`src/rtl/fifo_wr_arbiter.sv`:
```
// fifo_wr_arbiter: round-robin, burst-bounded arbiter sharing one FIFO write port
// among NUM_REQ producers, with back-pressure on fifo_full.
module fifo_wr_arbiter #(
    parameter int NUM_REQ    = 4,
    parameter int data_width = 32,
    parameter int MAX_BURST  = 4,
    localparam int IW = (NUM_REQ > 1) ? $clog2(NUM_REQ) : 1,
    localparam int BW = (MAX_BURST > 1) ? $clog2(MAX_BURST) : 1
) (
    input  logic                          clk,
    input  logic                          rst,
    input  logic [NUM_REQ-1:0]            req_valid,
    input  logic [NUM_REQ*data_width-1:0] req_data,
    output logic [NUM_REQ-1:0]            req_ready,
    input  logic                          fifo_full,
    output logic                          fifo_cs,
    output logic                          fifo_wr_ena,
    output logic [data_width-1:0]         fifo_data_in,
    output logic [IW-1:0]                 grant_id,
    output logic                          busy
);
    typedef enum logic {IDLE, BURST} state_t;
    state_t          state, state_nxt;
    logic [IW-1:0]   owner, owner_nxt, last_owner, last_nxt, pick, idx;
    logic [BW-1:0]   burst_cnt, cnt_nxt;
    logic            xfer;
    // Scan downward so the nearest requester after last_owner wins; last_owner itself is checked last.
    always_comb begin
        pick = '0;
        idx  = '0;
        for (int k = NUM_REQ; k >= 1; k--) begin
            idx = IW'((int'(last_owner) + k) % NUM_REQ);
            if (req_valid[idx]) pick = idx;
        end
    end
    always_comb begin
        state_nxt    = state;
        owner_nxt    = owner;
        last_nxt     = last_owner;
        cnt_nxt      = burst_cnt;
        busy         = (state == BURST);
        fifo_cs      = busy;
        xfer         = busy && req_valid[owner] && !fifo_full;
        fifo_wr_ena  = xfer;
        req_ready    = xfer ? (NUM_REQ'(1) << owner) : '0;
        fifo_data_in = busy ? req_data[int'(owner)*data_width +: data_width] : '0;
        grant_id     = owner;
        if (state == IDLE) begin
            if (|req_valid) begin
                state_nxt = BURST;
                owner_nxt = pick;
                last_nxt  = pick;
                cnt_nxt   = '0;
            end
        end else if (xfer) begin
            state_nxt = (burst_cnt == BW'(MAX_BURST - 1)) ? IDLE : BURST;
            cnt_nxt   = (burst_cnt == BW'(MAX_BURST - 1)) ? burst_cnt : burst_cnt + 1'b1;
        end else if (!req_valid[owner]) begin
            state_nxt = IDLE;
        end
    end
    always_ff @(posedge clk or negedge rst) begin
        if (!rst) begin
            state      <= IDLE;
            owner      <= '0;
            last_owner <= IW'(NUM_REQ - 1);
            burst_cnt  <= '0;
        end else begin
            state      <= state_nxt;
            owner      <= owner_nxt;
            last_owner <= last_nxt;
            burst_cnt  <= cnt_nxt;
        end
    end
endmodule

```
`config.mk`:
```
export PLATFORM = sky130hd
export DESIGN_NAME = fifo_wr_arbiter
export DESIGN_NICKNAME = d
export VERILOG_FILES = /design/src/rtl/fifo_wr_arbiter.sv
export SDC_FILE = /design/constraint.sdc
export NUM_CORES = 1
export LEC_CHECK = 0
export CORE_MARGIN = 2
export CORE_UTILIZATION = 30
export CTS_CLUSTER_DIAMETER = 30
export DETAILED_ROUTE_END_ITERATION = 10
export GPL_TIMING_DRIVEN = 1
export PLACE_DENSITY = 0.95
export SLEW_MARGIN = 40
export SYNTH_ARGS = -nofsm -noshare
export SYNTH_HDL_FRONTEND = slang
export SYNTH_SLANG_ARGS = --single-unit
export TNS_END_PERCENT = 100
```
`constraint.sdc`:
```
create_clock -name clk -period 3.8 [get_ports clk]
set_input_delay 1.14 -clock clk [delete_from_list [all_inputs] [get_ports clk]]
set_output_delay 1.14 -clock clk [all_outputs]
set_load 0.005 [all_outputs]
```
### Word-level counts from Yosys, hierarchy flattened

Index checks and enable logic that the tools add are counted.

* flip-flop bits (word level): 7
* output and inout bits: 41

* add/subtract/negate cells: 5
* order comparisons: 5
* equal/unequal tests: 3
* shift operators: 2
* muxes and demuxes: 25
* bitwise logic cells: 1
* reduce and logical (&&, ||, !) cells: 7

Operator list (number)
* $shiftx 128x8->32: 1
* $mux 32: 1
* $mux 2: 8
* $lt 2x3->1 const B: 5
* $bmux 1 s2: 5
* $mux 1: 10
* $add 2x1->2 const B: 3
* $add 2x2->2 const B: 2
* $mux 4: 1
* $ne 2x2->1 const B: 2
* $reduce_or 4->1: 1
* $shl 1x2->4 const A: 1
* $reduce_and 3->1: 1
* $eq 2x2->1 const B: 1
* $logic_and 1x1->1: 2
* $reduce_and 2->1: 1
* $reduce_bool 2->1: 1
* $logic_not 1->1: 1
* $not 1->1: 1

### Depth between registers and ports, before layout

Gate-level depths: netlist of the first run.

* depth after elaboration: 7
* depth in mapped cells: 5
* mapped depth without buffers: 4

### Least setup slack after synthesis of the first run

No wires, ideal clock.

* path type: in2out
* start point: input port req_valid[3]
* end point: output port fifo_wr_ena
* data arrival time: 1.851 ns
* data required time: 2.660 ns
* setup slack: 0.809 ns
* stages: 4
* buffers on the path: 1
* path through: clkbuf_1 -> mux2i_1 -> mux2_2 -> nor2_1

* cells in the longest elaborated chain, start to end: 4

RTL lines
* from (decl): RTL line 12 `input logic [NUM_REQ-1:0] req_valid,`
* $bmux 1 s2: RTL line 43 `xfer = busy && req_valid[owner] && !fifo_full;`
* $mux 1 (implied by the code): RTL line 43
* $logic_and 1x1->1 (2 in a row): RTL line 43
* to (decl): RTL line 17 `output logic fifo_wr_ena,`

No other way between the ends. The select of a mux whose other input is x is not followed.

### Worst setup path in the final report of the first run

* start point: input port req_data[119]
* end point: output port fifo_data_in[23]

* cells in the longest elaborated chain, start to end: 2

RTL lines
* from (decl): RTL line 13 `input logic [NUM_REQ*data_width-1:0] req_data,`
* $shiftx 128x8->32: RTL line 46 `fifo_data_in = busy ? req_data[int'(owner)*data_width +: data_width] : '0;`
* $mux 32: RTL line 46
* to (decl): RTL line 18 `output logic [data_width-1:0] fifo_data_in,`

No other way between the ends.

==> results of run 1 <==
## worst max-delay path, stage by stage
cell             delay [ps]
clkdlybuf4s50_1         430
mux4_2                  470
and2_1                  170
clkdlybuf4s50_1         440
## state kept, by name (all words and copies together) (netlist names)
register / cells
burst_cnt: 2
grant_id: 2
last_owner: 2
busy: 1
## stage by stage
step           instance area (um2)  worst slack, ps  cells  power [mW]
2_1_floorplan                 1500              809    132       0.970
3_3_place_gp                  3330             18.0    369        1.62
3_5_place_dp                  3330            -35.5    369        1.67
4_1_cts                       3370             3.42    373        1.77
5_1_grt                       3450            -36.0    375        1.88
6_report                      3450             11.5    375        1.75
## final cells by class
cell class / count / area [um2] / share of cell area [%]
Multi-Input combinational cell: 106 / 1250 / 36.1
Sequential cell: 7 / 179 / 5.19
Inverter: 5 / 18.8 / 0.544
Clock buffer: 4 / 45.0 / 1.31
Tap cell: 67 / 83.8 / 2.43
Timing Repair Buffer: 186 / 1880 / 54.4
## final timing paths
path	cells past startpoint	to	slack, ps
max	4	fifo_data_in[23]	10
min	1	burst_cnt[0]$_DFFE_PN0P_	490
max reg2reg	6	burst_cnt[1]$_DFFE_PN0P_	1780
min reg2reg	1	burst_cnt[0]$_DFFE_PN0P_	490
max in group asynchronous	1	last_owner[1]$_DFFE_PN1P_	2340
min in group asynchronous	1	busy$_DFF_PN0_	1170
## cells in the final DEF, fill, tap and decap left out
cell type and n:
o21ai_0 7, a31oi_1 1, o31ai_1 2, and2_1 32, nor3_2 1, nor2_1 3, nand2_1 3, nand2b_1 3
ha_1 1, dfstp_2 2, nor3_1 1, clkdlybuf4s50_1 157, buf_4 11, or2_2 1, a21boi_0 1, mux4_2 29
nor4_2 2, dfrtp_2 1, inv_1 5, nor2b_1 1, or4b_1 1, clkbuf_8 3, nand3b_1 1, mux2_2 2
clkbuf_1 1, dfrtp_1 4, dlymetal6s2s_1 17, mux4_1 3, nor3b_2 1, a2bb2oi_1 1, o32a_1 1, mux2i_1 4
nor3b_1 2, a32oi_1 2, dlygate4sd2_1 1
## report_power, final
part	internal (mW)	switching, mW	leakage, nW	total [mW]
Combinational	0.943	0.476	1.38	1.42
Clock	0.0725	0.0314	0.0228	0.104
Sequential	0.120	0.102	0.0813	0.222
## timing repair
action,4_1_cts,5_1_grt
cloned,0,0
buffers inserted,0,2
setup endpoints to repair,1,19
pin swaps,0,1
gates resized for setup,1,21
## per-layer routing
metal	GRT usage [%]	vias to the layer above	wire length, um
met5	0	-	0
met4	8.93	0	296
met3	4.55	26	472
met2	46.4	104	3930
met1	24.1	946	2470
li1	-	872	-
## kinds of logic after synthesis
kind of cell / count (synthesis) / share of synthesized area [%]
AOI/OAI and AO/OA: 15 / 6.66
adders and majority gates: 1 / 0.833
buffers and inverters: 19 / 6.49
DFF: 7 / 11.8
muxes: 38 / 53.1
and+or+nand+nor: 52 / 21.1
==> out/qor.csv, run 1 <==
stage,metric,value,unit
outcome,status,completed,
global_route,grt_start_max_net_pins,29,
worst_setup_path,startpoint_type,input pin,
synth,synth_top_area_share,42.0,%
finish,drive_gt1_share,17.2,%
floorplan,die_x,74.8,um
global_route,track_usage,23.5,%
clocking,cts_buffers,3,
sta,drv_slew,0,
hold_path,hp-start,burst_cnt[0]$_DFFE_PN0P_,
detailed_routing,firstDrtPassIters,4,
worst_setup_path,endpoint_kind,primary output,
sta,fin_hold_ws,488,ps
sta,setup_viol,0,
synth,synth.area.top_cells,"mux4_2, and2_1, dfrtp_1, mux4_1, dfstp_2",
finish,final_util,72.1,%
clocking,cts.clk_slew.worst_paths,40,ps
synth,yosys_warnings,0,
flow_run,max_cap_violations,0,
finish,area_delta_synth_final,129,%
floorplan,pin_count,176,
clocking,root_buffer,clkbuf_8,
sta,finalSetupTns,0,ps
worst_setup_path,path_class,in2out,
worst_setup_path,crit_start,req_data[119],
placed_design,gp_congestion,0.836,
sta,final_hold_viol_count,0,
detailed_routing,vias,1948,
clocking,cts_tree,yes,
power_and_ir_drop,p_leak,1.49,nW
synth,synthCells,132,
synth,ys_seq_elements,7,
global_route,grt_pass1_wl,9890,um
sta,tightest_slew,520,ps
placed_design,place_hpwl,5860,um
detailed_routing,routedWlPerCell,19.1,um
sta,period_share,99.7,%
worst_setup_path,critPathMaxFanout,1,
synth,yosysMostFrequentCell,and2_1,
floorplan,core-area,4790,um2
detailed_routing,drc,0,
sta,period_needed,3790,ps
sta,finClkSkew,0.185,ps
sta,fmax,264,MHz
floorplan,initial_utilization,31.4,%
synth,ys.flop_type,dfrtp_1,
placed_design,port_buffers,175,
worst_setup_path,worstPathArrival,2650,ps
floorplan,dieHeight,74.8,um
worst_setup_path,worstReg2RegStart,grant_id[0]$_DFFE_PN0P_,
synth,yosysSeqAreaShare,11.8,%
sta,relSlewSlack,65.0,%
clocking,clkLatencyLatePin,220,ps
finish,fin_nets,445,
detailed_routing,viasPerCell,5.19,
detailed_routing,drtAntennaViolNets,0,
hold_path,hp-class,reg2reg,
clocking,cts_max_path_buffers,2,
global_route,antenna_found_initial,0,
synth,synth_top_area_cell,mux4_2,
global_route,grt-ovfl-total,0,
synth,synth-edff-count,0,
power_and_ir_drop,irDropWorstVdd,0.000408,V
global_route,grt_pass1_vias,2005,
detailed_routing,wl,7170,um
worst_setup_path,worstPathRequired,2660,ps
clocking,cts.sinks,7,
clocking,htree_num_levels,1,
detailed_routing,drt-initial-drc-count,60,
synth,syn_avg_cell_area,11.4,um2
synth,async_flop_share,100,%
floorplan,rows,25,
synth,syn_nets,268,
synth,post_synth_num_cell_types,31,
finish,n_fill_cell,355,
finish,diodes,0,
power_and_ir_drop,power_density,506,nW/um2
floorplan,dieArea,5590,um2
synth,synth_common_cells,"and2_1, mux4_2, o21ai_0",
clocking,cts_hold_buf,0,
synth,netlist_area,1500,um2
(Power assumes the default switching activity.)
==> run 2, diff against run 1 <==
--- a/config.mk
+++ b/config.mk
@@ -11,6 +11,7 @@
 export DETAILED_ROUTE_END_ITERATION = 10
 export GPL_TIMING_DRIVEN = 1
 export PLACE_DENSITY = 0.95
+export SKIP_CTS_REPAIR_TIMING = 1
 export SLEW_MARGIN = 40
 export SYNTH_ARGS = -nofsm -noshare
 export SYNTH_HDL_FRONTEND = slang
==> out/qor.csv, run 2 (synthesis gave the netlist of run 1 again) <==
stage,metric,value,unit
detailed_routing,drtAntennaViolNets,0,
finish,mostFrequentLayoutCell,clkdlybuf4s50_1,
flow_run,max_cap_violations,0,
finish,n_fill_cell,354,
global_route,grt_use_met2,46.4,%
sta,tightest_slew,520,ps
clocking,cts_tree,yes,
finish,design_area,3450,um2
finish,final_cell_mix,"clkdlybuf4s50_1, and2_1, mux4_2",
global_route,grt-ovfl-total,0,
sta,period_needed,3790,ps
floorplan,die_x,74.8,um
sta,setup_viol,0,
sta,finalSetupTns,0,ps
hold_path,hp-class,reg2reg,
power_and_ir_drop,power_density,507,nW/um2
detailed_routing,viasPerCell,5.20,
global_route,antenna_found_initial,0,
placed_design,post-place-cells,369,
global_route,met3_usage,4.55,%
sta,drv_slew,0,
sta,fmax,264,MHz
sta,relSlewSlack,65.0,%
clocking,cts_max_path_buffers,2,
power_and_ir_drop,p_leak,1.50,nW
worst_setup_path,startpoint_type,input pin,
detailed_routing,vias,1949,
detailed_routing,drt-initial-drc-count,60,
floorplan,core-area,4790,um2
clocking,clkLatencyLatePin,220,ps
detailed_routing,routedWlPerCell,19.1,um
floorplan,rows,25,
global_route,grt_pass1_vias,2005,
detailed_routing,firstDrtPassIters,4,
finish,final_cells,375,
global_route,grt_start_max_net_pins,29,
floorplan,pin_count,176,
finish,area_delta_synth_final,130,%
detailed_routing,wl,7170,um
outcome,status,completed,
clocking,cts.sinks,7,
clocking,root_buffer,clkbuf_8,
sta,period_share,99.7,%
global_route,use_met1,24.1,%
floorplan,dieHeight,74.8,um
worst_setup_path,endpoint_kind,primary output,
sta,final_hold_viol_count,0,
clocking,cts_buffers,3,
placed_design,place_area,3330,um2
placed_design,place_hpwl,5860,um
detailed_routing,drc,0,
placed_design,port_buffers,175,
global_route,grt_pass1_wl,9890,um
finish,drive_gt1_share,17.2,%
sta,finClkSkew,0.185,ps
placed_design,gp_congestion,0.836,
global_route,track_usage,23.5,%
floorplan,initial_utilization,31.4,%
clocking,htree_num_levels,1,
worst_setup_path,path_class,in2out,
global_route,busiest_layer,met2,
floorplan,dieArea,5590,um2
power_and_ir_drop,irDropWorstVdd,0.000408,V
finish,fin_nets,445,
worst_setup_path,worstPathRequired,2660,ps
worst_setup_path,critPathMaxFanout,1,
clocking,cts.clk_slew.worst_paths,40,ps
finish,diodes,0,
worst_setup_path,worstPathArrival,2650,ps
run 2: through the flow:
step / worst slack (ps) / hold slack, ps / utilization, % / power, mW
detailed placement: -35.5 / 478 / 69.5 / 1.67
floorplan: 809 / 445 / - / 0.970
global route: -36.0 / 526 / 72.1 / 1.88
global placement: 18.0 / 464 / 69.5 / 1.62
finish: 11.5 / 488 / 72.1 / 1.75
CTS: -35.4 / 492 / 70.5 / 1.78
run 2: power by group:
| part | switching [mW] | total [mW] | leakage, nW | internal, mW |
|---|---|---|---|---|
| combinational | 0.477 | 1.42 | 1.39 | 0.946 |
| clock | 0.0314 | 0.104 | 0.0228 | 0.0725 |
| sequential | 0.102 | 0.222 | 0.0813 | 0.120 |
run 2: path summary, 6_finish.rpt:
check	startpoint	end	slack (ps)	cells past startpoint
worst max-delay path	req_data[119]	fifo_data_in[23]	10	4
worst min-delay path	burst_cnt[0]$_DFFE_PN0P_	burst_cnt[0]$_DFFE_PN0P_	490	1
worst max register to register	grant_id[0]$_DFFE_PN0P_	burst_cnt[1]$_DFFE_PN0P_	1780	6
worst min register to register	burst_cnt[0]$_DFFE_PN0P_	burst_cnt[0]$_DFFE_PN0P_	490	1
max in group asynchronous	rst	last_owner[1]$_DFFE_PN1P_	2340	1
min in group asynchronous	rst	busy$_DFF_PN0_	1170	1
run 2: critical path, stage by stage:
cell and delay, ps:
clkdlybuf4s50_1 430, mux4_2 470, and2_1 170, clkdlybuf4s50_1 440
run 2: metal layers:
layer	vias to the layer above	wire, um
met2	104	3930
li1	872	-
met1	947	2470
met3	26	474
met5	-	0
met4	0	297
run 2: area by class of cell:
| type | instances | area [um2] | share of cell area [%] |
|---|---|---|---|
| Timing Repair Buffer | 186 | 1880 | 54.4 |
| Multi-Input combinational cell | 106 | 1250 | 36.1 |
| Sequential cell | 7 | 179 | 5.18 |
| Tap cell | 67 | 83.8 | 2.43 |
| Clock buffer | 4 | 45.0 | 1.30 |
| Inverter | 5 | 18.8 | 0.544 |
==> run 3, diff against run 2 <==
--- a/config.mk
+++ b/config.mk
@@ -5,6 +5,7 @@
 export SDC_FILE = /design/constraint.sdc
 export NUM_CORES = 1
 export LEC_CHECK = 0
+export ABC_CLOCK_PERIOD_IN_PS = 3800
 export CORE_MARGIN = 2
 export CORE_UTILIZATION = 30
 export CTS_CLUSTER_DIAMETER = 30
==> results of run 3 <==
No change in the layout: final DEF, timing and power equal those of run 2.
